## config.mk

```make
export PLATFORM = sky130hd
export DESIGN_NAME = fetch_unit_flat
export DESIGN_NICKNAME = d
export VERILOG_FILES = /design/src/rtl/mips_pkg.sv /design/src/rtl/fetch_unit_if.sv /design/src/rtl/fetch_unit_next_pc.sv /design/src/rtl/fetch_unit.sv /design/src/flat_wrapper.sv
export SDC_FILE = /design/constraint.sdc
export NUM_CORES = 1
export LEC_CHECK = 0
export ABC_AREA = 0
export CAP_MARGIN = 20
export CELL_PAD_IN_SITES_DETAIL_PLACEMENT = 0
export CELL_PAD_IN_SITES_GLOBAL_PLACEMENT = 1
export CORE_MARGIN = 5
export CORE_UTILIZATION = 34
export CTS_CLUSTER_DIAMETER = 80
export CTS_CLUSTER_SIZE = 16
export DETAILED_ROUTE_END_ITERATION = 10
export GPL_ROUTABILITY_DRIVEN = 0
export GPL_TIMING_DRIVEN = 0
export PLACE_DENSITY = 0.91
export SLEW_MARGIN = 20
export SYNTH_ARGS = -nofsm -noshare
export SYNTH_HDL_FRONTEND = slang
export SYNTH_HIERARCHICAL = 1
export SYNTH_SLANG_ARGS = --single-unit
```

## constraint.sdc

```tcl
create_clock -name clk -period 4 [get_ports clk]
set_input_delay 0.8 -clock clk [delete_from_list [all_inputs] [get_ports clk]]
set_output_delay 0.8 -clock clk [all_outputs]
set_load 0.02 [all_outputs]
```

## src/rtl/mips_pkg.sv

```systemverilog
// Shared definitions for the fetch unit: state encoding, instruction field
// positions and small address helpers.
package mips_pkg;

    // Fetch state machine encoding; 2'd3 is unused and recovers to RST.
    typedef enum logic [1:0] {
        RST   = 2'd0,
        FETCH = 2'd1,
        HOLD  = 2'd2
    } fetch_state_e;

    // Instruction field positions.
    localparam int unsigned OP_MSB    = 31;
    localparam int unsigned OP_LSB    = 26;
    localparam int unsigned FUNCT_MSB = 5;
    localparam int unsigned FUNCT_LSB = 0;
    localparam int unsigned JIDX_MSB  = 25;
    localparam int unsigned JIDX_LSB  = 0;

    // Sequential instruction stride in bytes.
    localparam logic [31:0] PC_STEP = 32'd4;

    function automatic logic [5:0] instr_op(input logic [31:0] w);
        return w[OP_MSB:OP_LSB];
    endfunction

    function automatic logic [5:0] instr_funct(input logic [31:0] w);
        return w[FUNCT_MSB:FUNCT_LSB];
    endfunction

    // Clear the byte-offset bits so every PC is a word address.
    function automatic logic [31:0] word_align(input logic [31:0] a);
        return {a[31:2], 2'b00};
    endfunction

endpackage

```

## src/rtl/fetch_unit_if.sv

```systemverilog
// Instruction memory read port between the fetch unit and memory.
interface fetch_unit_if;

    logic        imem_req;
    logic [31:0] imem_addr;
    logic        imem_ready;
    logic [31:0] imem_rdata;

    modport master (
        output imem_req,
        output imem_addr,
        input  imem_ready,
        input  imem_rdata
    );

    modport slave (
        input  imem_req,
        input  imem_addr,
        output imem_ready,
        output imem_rdata
    );

endinterface

```

## src/rtl/fetch_unit_next_pc.sv

```systemverilog
// Next-PC selection for a retiring instruction: jump, then branch, then
// sequential. Purely combinational.
module next_pc
    import mips_pkg::*;
(
    input  logic [31:0] pcplus4_i,
    input  logic [25:0] jidx_i,
    input  logic        pcsrc_i,
    input  logic        jump_i,
    input  logic [31:0] signimm_i,
    output logic [31:0] npc_o
);

    logic [31:0] btarget;

    // Priority select of the next fetch address, always word aligned.
    always_comb begin
        btarget = pcplus4_i + (signimm_i << 2);
        if (jump_i) begin
            npc_o = {pcplus4_i[31:28], jidx_i, 2'b00};
        end else if (pcsrc_i) begin
            npc_o = word_align(btarget);
        end else begin
            npc_o = word_align(pcplus4_i);
        end
    end

endmodule

```

## src/rtl/fetch_unit.sv

```systemverilog
// Instruction fetch unit: requests one word from instruction memory, holds it
// for the datapath until it retires, then fetches from the selected next PC.
module fetch_unit
    import mips_pkg::*;
#(
    parameter logic [31:0] RESET_PC         = 32'h0000_0000,
    parameter bit          SIMULTANEOUS_FWD = 1'b1
) (
    input  logic               clk,
    input  logic               reset,
    fetch_unit_if.master       imem,
    output logic [31:0]        instr,
    output logic               instr_valid,
    output logic [31:0]        pc,
    output logic [31:0]        pcplus4,
    input  logic               advance,
    input  logic               pcsrc,
    input  logic               jump,
    input  logic [31:0]        signimm,
    output logic [31:0]        retired
);

    localparam logic [31:0] RESET_PC_ALIGNED = word_align(RESET_PC);

    fetch_state_e state_q, state_d;
    logic [31:0]  pc_q, pc_d;
    logic [31:0]  instr_q, instr_d;
    logic [31:0]  retired_q, retired_d;
    logic         first_q, first_d;
    logic [31:0]  npc;
    logic         accept;

    // The PC register is both the fetch address and the held instruction's
    // address: it only moves when the held instruction retires.
    assign pc             = pc_q;
    assign pcplus4        = pc_q + PC_STEP;
    assign instr          = instr_q;
    assign retired        = retired_q;
    assign imem.imem_addr = pc_q;

    // first_q marks the first FETCH cycle, where ready is ignored unless
    // same-cycle forwarding is enabled.
    assign accept = (state_q == FETCH) && imem.imem_ready &&
                    (SIMULTANEOUS_FWD || !first_q);

    next_pc u_next_pc (
        .pcplus4_i (pcplus4),
        .jidx_i    (instr_q[JIDX_MSB:JIDX_LSB]),
        .pcsrc_i   (pcsrc),
        .jump_i    (jump),
        .signimm_i (signimm),
        .npc_o     (npc)
    );

    // State and datapath registers with asynchronous reset.
    always_ff @(posedge clk or posedge reset) begin
        if (reset) begin
            state_q   <= RST;
            pc_q      <= RESET_PC_ALIGNED;
            instr_q   <= '0;
            retired_q <= '0;
            first_q   <= 1'b0;
        end else begin
            state_q   <= state_d;
            pc_q      <= pc_d;
            instr_q   <= instr_d;
            retired_q <= retired_d;
            first_q   <= first_d;
        end
    end

    // Next-state and output decode.
    always_comb begin
        state_d        = state_q;
        pc_d           = pc_q;
        instr_d        = instr_q;
        retired_d      = retired_q;
        first_d        = 1'b0;
        imem.imem_req  = 1'b0;
        instr_valid    = 1'b0;
        case (state_q)
            RST: begin
                state_d = FETCH;
                first_d = 1'b1;
            end
            FETCH: begin
                imem.imem_req = 1'b1;
                if (accept) begin
                    instr_d = imem.imem_rdata;
                    state_d = HOLD;
                end
            end
            HOLD: begin
                instr_valid = 1'b1;
                if (advance) begin
                    pc_d      = npc;
                    retired_d = retired_q + 32'd1;
                    state_d   = FETCH;
                    first_d   = 1'b1;
                end
            end
            default: begin
                state_d = RST;
            end
        endcase
    end

endmodule

```

## src/flat_wrapper.sv

```systemverilog
// flat-port wrapper written by rule: the top's interface ports become plain ports
module fetch_unit_flat import mips_pkg::*;
#(
    parameter logic [31:0] RESET_PC         = 32'h0000_0000,
    parameter bit          SIMULTANEOUS_FWD = 1'b1
)
  (clk, reset, instr, instr_valid, pc, pcplus4, advance, pcsrc, jump, signimm, retired, imem_imem_req, imem_imem_addr, imem_imem_ready, imem_imem_rdata);
  fetch_unit_if imem_i ();
  input  logic clk;
  input  logic reset;
  output logic [31:0] instr;
  output logic instr_valid;
  output logic [31:0] pc;
  output logic [31:0] pcplus4;
  input  logic advance;
  input  logic pcsrc;
  input  logic jump;
  input  logic [31:0] signimm;
  output logic [31:0] retired;
  output wire logic [$bits(imem_i.imem_req)-1:0] imem_imem_req;
  output wire logic [$bits(imem_i.imem_addr)-1:0] imem_imem_addr;
  input wire logic [$bits(imem_i.imem_ready)-1:0] imem_imem_ready;
  input wire logic [$bits(imem_i.imem_rdata)-1:0] imem_imem_rdata;
  assign imem_imem_req = imem_i.imem_req;
  assign imem_imem_addr = imem_i.imem_addr;
  assign imem_i.imem_ready = imem_imem_ready;
  assign imem_i.imem_rdata = imem_imem_rdata;
  fetch_unit #(.RESET_PC(RESET_PC), .SIMULTANEOUS_FWD(SIMULTANEOUS_FWD)) u_core (.clk(clk), .reset(reset), .imem(imem_i), .instr(instr), .instr_valid(instr_valid), .pc(pc), .pcplus4(pcplus4), .advance(advance), .pcsrc(pcsrc), .jump(jump), .signimm(signimm), .retired(retired));
endmodule
```

=== After elaboration in Yosys (flattened, before gate mapping) ===
Cells that the tools add are included.

* Register bits after elaboration: 98
* Input bits: 70
* Word-level logic and storage cells: 23

* Add/sub/neg operators: 3
* Eq/ne operators: 4
* Multiplexer cells: 7
* Reductions and logical operators: 5

{| class="wikitable"
|+ Operator list
! operator !! count
|-
| $mux W32 || 2
|-
| $add A32 B1 Y32 const B || 1
|-
| $add A32 B3 Y32 const B || 1
|-
| $add A32 B32 Y32 || 1
|-
| $pmux W2 S3 || 1
|-
| $reduce_and A2 Y1 || 3
|-
| $mux W2 || 2
|-
| $eq A2 B1 Y1 const B || 1
|-
| $eq A2 B2 Y1 const B || 1
|-
| $logic_not A2 Y1 || 1
|-
| $mux W1 || 2
|-
| $ne A2 B1 Y1 const B || 1
|-
| $ne A2 B2 Y1 const B || 1
|-
| $logic_and A1 B1 Y1 || 1
|}

=== Depth between registers and ports, before layout ===
Gate-level depths: netlist of run 1.

* Depth in word-level cells: 4
* Gate-level depth with buffers: 16
* Mapped depth without buffers: 16

=== Modules after synthesis ===
The synthesis of run 1 kept the hierarchy.

{| class="wikitable"
|+ Modules (own cells, without submodules)
! module !! times used !! cells each !! area an instance (µm²) !! seq. area each (µm²)
|-
| fetch_unit || 1 || 456 || 4783.3 || 2452.4
|-
| next_pc || 1 || 324 || 2179.6 || 0.0
|}

=== Worst setup path before layout of run 1 ===
No wires, ideal clock.

* Path type: flip-flop to flip-flop
* Start point: register u_core.pc_q[3], in the netlist u_core/imem.imem_addr[3]
* End point: register u_core.pc_q[31], in the netlist u_core/imem.imem_addr[31]
* Setup time: 0.117 ns
* Arrival time: 3.622 ns
* Data required time: 3.883 ns
* Path slack: 0.261 ns
* Cell stages (with the launch flop): 17
* Period minus slack after synthesis: 3.739 ns
* Cell sequence: dfrtp_1 -> ha_1 -> nand3_1 -> nor4_4 -> nand2_1 -> xnor2_1 -> ha_1 -> a21o_1 -> a21o_1 -> a21oi_1 -> o21ai_0 -> a211oi_1 -> o31a_1 -> o211ai_1 -> xor2_1 -> nand2_1 -> nand2_1

* Longest elaborated chain between the ends: 4

{| class="wikitable"
|+ RTL lines
! what !! line !! RTL
|-
| from (decl) || fetch_unit.sv:26 || <nowiki>logic [31:0] pc_q, pc_d;</nowiki>
|-
| from (signal assigned) || fetch_unit.sv:65 || <nowiki>pc_q <= pc_d;</nowiki>
|-
| $add A32 B3 Y32 || fetch_unit.sv:36 || <nowiki>assign pcplus4 = pc_q + PC_STEP;</nowiki>
|-
| named net pcplus4[24] || flat_wrapper.sv:14 || <nowiki>output logic [31:0] pcplus4;</nowiki>
|-
| $add A32 B32 Y32 || fetch_unit_next_pc.sv:18 || <nowiki>btarget = pcplus4_i + (signimm_i << 2);</nowiki>
|-
| $mux W32 || fetch_unit_next_pc.sv:21 || <nowiki>end else if (pcsrc_i) begin</nowiki>
|-
| $mux W32 || fetch_unit_next_pc.sv:19 || <nowiki>if (jump_i) begin</nowiki>
|-
| named net u_core.npc[31] || fetch_unit.sv:30 || <nowiki>logic [31:0] npc;</nowiki>
|}

The timed path passes the listed nets, and every way through them passes these cells.
A chain may end at the register's enable or synchronous reset.

=== Final worst setup path of run 1 ===
* Start point: register u_core.pc_q[9], in the netlist u_core/imem.imem_addr[9]
* End point: output port pcplus4[30]

* Longest elaborated chain between the ends: 1

{| class="wikitable"
|+ RTL lines
! what !! line
|-
| $add A32 B3 Y32 || fetch_unit.sv:36
|-
| to (decl) || flat_wrapper.sv:14
|}

No other way between the ends.

==> flow_summary.json, run 1 <==
{
  "pre_cts_ws_ps": -103,
  "die_x_um": 153,
  "fmax_mhz": 265,
  "postPlaceCellArea_um2": 9620,
  "hold_path_depth": 1,
  "first_pass_iters": 5,
  "path_max_fanout": 6,
  "synth_ff_type": "dfrtp_1",
  "cp-start-kind": "register",
  "multiInputGateArea_um2": 4140,
  "grt_pass1_vias": 6753,
  "avgViaCountPerCell": 5.13,
  "cp-end-kind": "primary output",
  "setup-violations-final": 0,
  "ir_drop_uv": 462,
  "worstRegToRegCells": 16,
  "fp.dieH_um": 153,
  "core-area_um2": 20200,
  "synth_commonest_cells": "159 x nand2_1, 98 x dfrtp_1, 42 x xor2_1, 41 x xnor2_1, 39 x o21ai_0",
  "grt_max_degree": 67,
  "netlist_area_um2": 6960,
  "skew_ps": 7.43,
  "critPathSlowestCell": "clkdlybuf4s50_1",
  "ys_async_sr_fraction": 1.00,
  "ys_seq_elements": 98,
  "clockRootBuffer": "clkbuf_16",
  "rr_endpoint": "u_core/imem.imem_addr[30]",
  "syn_inst": 780,
  "synth_seq_area_share": 0.352,
  "antenna_found_initial": 0,
  "drc": 0,
  "fin_crit_ps": 3780,
  "cts_tree": "yes",
  "whs_endpoint": "u_core/retired[31]",
  "cap_violations": 0,
  "post_drt_wl_per_cell_um": 18.2,
  "io_pins": 232,
  "status": "complete, no violations",
  "slew_headroom": 0.475,
  "p_per_area_nw_per_um2": 785,
  "path_cells": "nand4_4 > nor4_4 > buf_4 > nand3_1 > xnor2_1 > clkdlybuf4s50_1",
  "worst_pin_slew_ps": 788,
  "fin_ws_ps": 222,
  "htree_levels": 3,
  "yosysTopAreaCellShare": 0.352,
  "io_buffers": 228,
  "rows": 52,
  "ant_nets": 0,
  "crit_type": "reg2out",
  "finish.utilization": 0.500,
  "clock_path_buffers": 2,
  "critPathArrivalTime_ps": 2980,
  "fillCellCount": 1924,
  "yosysMostFrequentCell": "nand2_1",
  "finalInstanceArea_um2": 10100,
  "drive_above_1_share": 0.143,
  "overflow": 0,
  "fin_crit_sh": 0.945,
  "cts_buffers": 9,
  "slowest_delay_ps": 700,
  "drt_iter0_markers": 359,
  "worst-path-buf-inv": 2,
  "synth_cell_types": 70,
  "vias": 6674,
  "rsz0062_at_grt": "no",
  "clkLatencyLatePin_ps": 340,
  "synthTopCellsByArea": "dfrtp_1 35%, nand2_1 8.6%, ha_1 5.6%, xor2_1 5.3%, mux2_2 5.2%",
  "crit_family": "buffers and inverters",
  "worstPathRequired_ps": 3200,
  "grt_use_total": 0.194,
  "final_max_slew_viol_count": 0,
  "diodes": 0,
  "wl_mm": 23.7,
  "cts_sinks": 98,
  "yosysWarnings": 6,
  "clk_pin_slew_worst_paths_ps": 70,
  "hold_viol_final": 0,
  "synth_largest_area_cell": "dfrtp_1",
  "timing.rr.start": "u_core/imem.imem_addr[9]",
  "synth-edff-count": 0,
  "grt_first_pass_wirelength_mm": 37.0,
  "min_path_type": "reg2reg",
  "synthToLayoutAreaGrowth_pct": 44.9,
  "regArea_um2": 2460,
  "p_leak_uw": 0.00454,
  "dp_hpwl_mm": 18.8,
  "r2r_slack_ps": 280,
  "syn_area_per_cell_um2": 8.93,
  "finalNetCount": 1127,
  "initial_core_util": 0.345,
  "hp-start": "u_core/retired[31]",
  "dieArea_um2": 23400
}
## report_power, final
part,leakage (uW),internal (uW),switching [uW]
sequential,0.00123,1340,602
clock,0.000163,568,382
combinational,0.00314,2410,2620
## sequential cells by signal (all words and copies together) (netlist names)
register               flops
u_core/imem.imem_addr     32
u_core/instr              32
u_core/retired            32
u_core/state_q             2
## worst max path at each step
| stage | from | endpoint | slack, ps | depth (start not counted) |
|---|---|---|---|---|
| final | u_core/imem.imem_addr[9] | pcplus4[30] | 220 | 6 |
| after global routing | u_core/imem.imem_addr[3] | u_core/imem.imem_addr[31] | 5 | 16 |
| after CTS | u_core/imem.imem_addr[3] | u_core/imem.imem_addr[31] | 50 | 16 |
| after detailed placement | u_core/imem.imem_addr[3] | u_core/imem.imem_addr[31] | -100 | 16 |
| after global placement | reset | u_core/instr[25] | -1030 | 2 |
| after floorplan | u_core/imem.imem_addr[3] | u_core/imem.imem_addr[31] | 260 | 16 |
## placed cells by master, fill, tap and decap left out, types with 4 or more instances in the layout
cell type        instances
and4_1                   5
o21ai_1                  5
xnor2_2                  7
nor2b_1                  5
mux2_2                  32
o21ai_0                 39
clkbuf_1                11
dfrtp_2                  8
nor2_1                  26
dfrtp_1                 90
clkbuf_16                9
clkdlybuf4s50_1        228
a22oi_1                  7
a21o_1                  12
and2_1                   5
o21bai_1                 4
xor2_1                  40
nand2b_1                 5
a211oi_1                 5
a31oi_1                  4
nor4_1                   6
inv_1                   16
nand3_1                 27
nor3_1                  18
a21oi_1                 36
mux2i_1                 13
ha_1                    31
xnor2_1                 34
buf_2                    5
buf_4                   42
and3_1                   6
nand2_1                159
nand4_1                 16
## cells by family (layout without fill, tap and decap cells)
logic type	Yosys count	after routing	synth area share
compound gates	138	138	0.126
mux	45	45	0.0704
simple gates	305	305	0.220
buf+inv	78	327	0.0677
xor+xnor	83	83	0.104
fa+ha+maj	32	32	0.0586
flops	98	98	0.352
other cells	1	2	0.000539
## worst reg2reg max path, stage by stage (launching register included)
cell	delay, ps
dfrtp_1	510
nand4_4	240
nor4_4	470
buf_4	210
nand2_1	90
xnor2_2	200
ha_1	430
nand4_1	220
nor2_1	180
and2_1	180
a221oi_1	90
nand2_1	80
a31oi_1	60
or4b_1	480
nand3_1	100
nand2_1	50
nand2_1	70
## repair_timing
item / 4_1_cts / 5_1_grt
gates resized for setup: 2 / 21
cloned: 0 / 0
pin swaps: 2 / 2
endpoints found under the setup margin: 2 / 15
hold buffers: 0 / 0
setup buffers: 3 / 2
## layout make-up
class / instances / share of cell area
flip-flops and latches: 98 / 0.244
multi-input cells: 605 / 0.410
inverters: 17 / 0.00682
repair buffers: 234 / 0.233
clock buffers: 10 / 0.0237
well taps: 270 / 0.0335
plain buffers: 60 / 0.0401
clock inverters: 6 / 0.00868
## metrics by stage
| step | hold slack, ps | TNS (ps) | instances | total power [uW] |
|---|---|---|---|---|
| final | 474 | 0 | 1300 | 7920 |
| after CTS | 480 | 0 | 1299 | 7910 |
| after global routing | 504 | 0 | 1300 | 8420 |
| after detailed placement | 464 | -147 | 1280 | 6910 |
| after global placement | 459 | -99660 | 1279 | 6860 |
| after floorplan | 482 | 0 | 781 | 4740 |
## per-layer routing
| layer | up-vias | GRT usage | share of wire |
|---|---|---|---|
| li1 | 3189 | - | - |
| met4 | 0 | 0.0488 | 0.022 |
| met2 | 261 | 0.326 | 0.47 |
| met5 | - | 0 | 0 |
| met1 | 3195 | 0.251 | 0.43 |
| met3 | 29 | 0.0500 | 0.077 |
Power figures use the tool's default switching activity.
==> run 2: changes to the inputs <==
- ABC_CLOCK_PERIOD_IN_PS: default -> 4000
- CORE_UTILIZATION: 34 -> 35
- CTS_BUF_LIST: default -> sky130_fd_sc_hd__clkbuf_4
- PLACE_DENSITY: 0.91 -> 0.93
- RECOVER_POWER: default -> 100
==> run 2 against run 1 <==
  * The flow now finishes with violations (max-capacitance violations, max-slew violations)
  * Maximum frequency is essentially flat
  * Worst setup slack got worse by 1.5 ps
  * Routed wire length is 0.40% lower
  * Cell count down 0.54%
  * Hold slack got worse by 0.51 ps
  * Final area down 2.3%
  * Clock skew rose by 7.4 ps
  * Global-route usage up 0.99 points
  * Flip-flop and latch count unchanged
  * Total power decreased by 5.0%
  * Via count increased by 0.36%
  * Critical endpoint unchanged
  * Highest routed layer unchanged
==> flow_summary.json, run 2 (same netlist as run 1, synthesis figures left out) <==
{
  "initial_core_util": 0.357,
  "cap_violations": 2,
  "fp.dieH_um": 151,
  "p_leak_uw": 0.00442,
  "critPathArrivalTime_ps": 2980,
  "met1_usage": 0.272,
  "fmax_mhz": 265,
  "dieArea_um2": 22800,
  "overflow": 0,
  "setup-violations-final": 0,
  "final_cell_mix": "225 x clkdlybuf4s50_1, 159 x nand2_1, 89 x dfrtp_1",
  "path_max_fanout": 6,
  "use_met3": 0.0577,
  "drc": 0,
  "timing.rr.start": "u_core/imem.imem_addr[5]",
  "grt_most_used_layer": "met2",
  "drt_iter0_markers": 415,
  "grt_max_degree": 65,
  "hp-start": "u_core/retired[31]",
  "core-area_um2": 19500,
  "skew_ps": 14.8,
  "io_pins": 232,
  "synthToLayoutAreaGrowth_pct": 41.5,
  "rsz0062_at_grt": "yes",
  "clkLatencyLatePin_ps": 420,
  "post-place-cells": 1275,
  "fin_ws_ps": 220,
  "slew_headroom": -0.0827,
  "cp-end-kind": "primary output",
  "crit_family": "buffers and inverters",
  "post_drt_wl_per_cell_um": 18.2,
  "diodes": 0,
  "cp-start-kind": "register",
  "final_max_slew_viol_count": 101,
  "startpoint": "u_core/imem.imem_addr[3]",
  "layout_commonest_cell": "clkdlybuf4s50_1",
  "worst_pin_slew_ps": 1620,
  "hold_viol_final": 0,
  "worstPathRequired_ps": 3200,
  "fillCellCount": 1920,
  "fin_crit_sh": 0.945,
  "failed_checks": "max-capacitance violations, max-slew violations",
  "io_buffers": 228,
  "cts_buffers": 9,
  "cts_tree": "yes",
  "min_path_type": "reg2reg",
  "ant_nets": 0,
  "worst-path-buf-inv": 2,
  "die_x_um": 151,
  "layoutNonFillerInstCount": 1293,
  "critPathSlowestCell": "clkdlybuf4s50_1",
  "drive_above_1_share": 0.137,
  "pre_cts_ws_ps": -43.6,
  "grt_pass1_vias": 6646,
  "finalNetCount": 1127,
  "clock_path_buffers": 2,
  "htree_levels": 3,
  "status": "finished with violations",
  "cts_sinks": 98,
  "path_cells": "ha_1 > nand3_4 > nor4_4 > buf_4 > nand3_1 > xnor2_1 > clkdlybuf4s50_1",
  "avgViaCountPerCell": 5.18,
  "fin_crit_ps": 3780,
  "ir_drop_uv": 417,
  "crit_type": "reg2out",
  "clk_pin_slew_worst_paths_ps": 140,
  "rows": 51,
  "clockRootBuffer": "clkbuf_4",
  "antenna_found_initial": 0,
  "grt_use_met2": 0.334,
  "vias": 6698,
  "first_pass_iters": 5,
  "slowest_delay_ps": 700,
  "wl_mm": 23.6,
  "dp_hpwl_mm": 18.8,
  "grt_first_pass_wirelength_mm": 36.8,
  "p_per_area_nw_per_um2": 763,
  "grt_use_total": 0.204
}
[run 2: where the power goes]
group | internal [uW] | leakage, uW | switching, uW
sequential | 1340 | 0.00123 | 581
clock | 252 | 0.0000798 | 311
combinational | 2400 | 0.00310 | 2640
total | 3990 | 0.00442 | 3530
[run 2: metal layers]
metal	up-vias	part of all wire	wire, um
met5	-	0	0
met2	269	0.48	11200
met3	22	0.091	2150
met1	3214	0.42	9840
met4	0	0.015	359
li1	3193	-	-
[run 2: stage by stage]
| stage | TNS (ps) | area [um2] | power, uW | hold slack (ps) | util |
|---|---|---|---|---|---|
| 6_report | 0 | 9860 | 7520 | 474 | 0.505 |
| 5_1_grt | -81.2 | 9860 | 8060 | 492 | 0.505 |
| 4_1_cts | 0 | 9790 | 7500 | 478 | 0.501 |
| 3_5_place_dp | -61.0 | 9610 | 6900 | 458 | 0.492 |
| 3_3_place_gp | -93430 | 9580 | 6860 | 460 | 0.491 |
| 2_1_floorplan | 0 | 6970 | 4740 | 482 | - |
[run 2: worst reg2reg max path: stages, from the launching register on]
cell and delay [ps]:
dfrtp_2 500, nand4_2 240, nor4_4 320, buf_4 220
nand4_1 120, xnor2_1 340, ha_1 390, and3_1 220
a31oi_1 170, o21ai_0 160, a221oi_1 310, nand2_1 80
a31oi_1 220, or4b_1 160, nand3_1 70, nand2_1 60
nand2_1 60
[run 2: final timing paths]
check,end,slack (ps),cells after the start
max in group asynchronous,u_core/imem.imem_addr[31],630,3
worst max-delay path,pcplus4[30],220,7
worst max register to register,u_core/imem.imem_addr[30],260,16
worst min-delay path,u_core/retired[31],470,1
worst min register to register,u_core/retired[31],470,1
min in group asynchronous,u_core/instr[3],1170,2
[run 2: area by class of cell]
type	count	area [um2]	share of cell area
clock inverters	4	68.8	0.00698
flip-flops and latches	98	2460	0.250
plain buffers	60	403	0.0409
multi-input cells	605	4120	0.418
well taps	265	332	0.0336
repair buffers	234	2320	0.236
clock buffers	10	75.1	0.00762
inverters	17	65.1	0.00660
[run 2: timing repair]
action                                  4_1_cts  5_1_grt
endpoints found under the setup margin        4       16
buffers inserted                              3        2
hold buffers                                  0        0
pin swaps                                     2        1
gates resized for setup                       2       21
==> run 3: changes to the inputs <==
- CTS_CLUSTER_SIZE: 16 -> 25
==> results of run 3 <==
The final DEF is identical to that of run 2; final timing and power are the same.
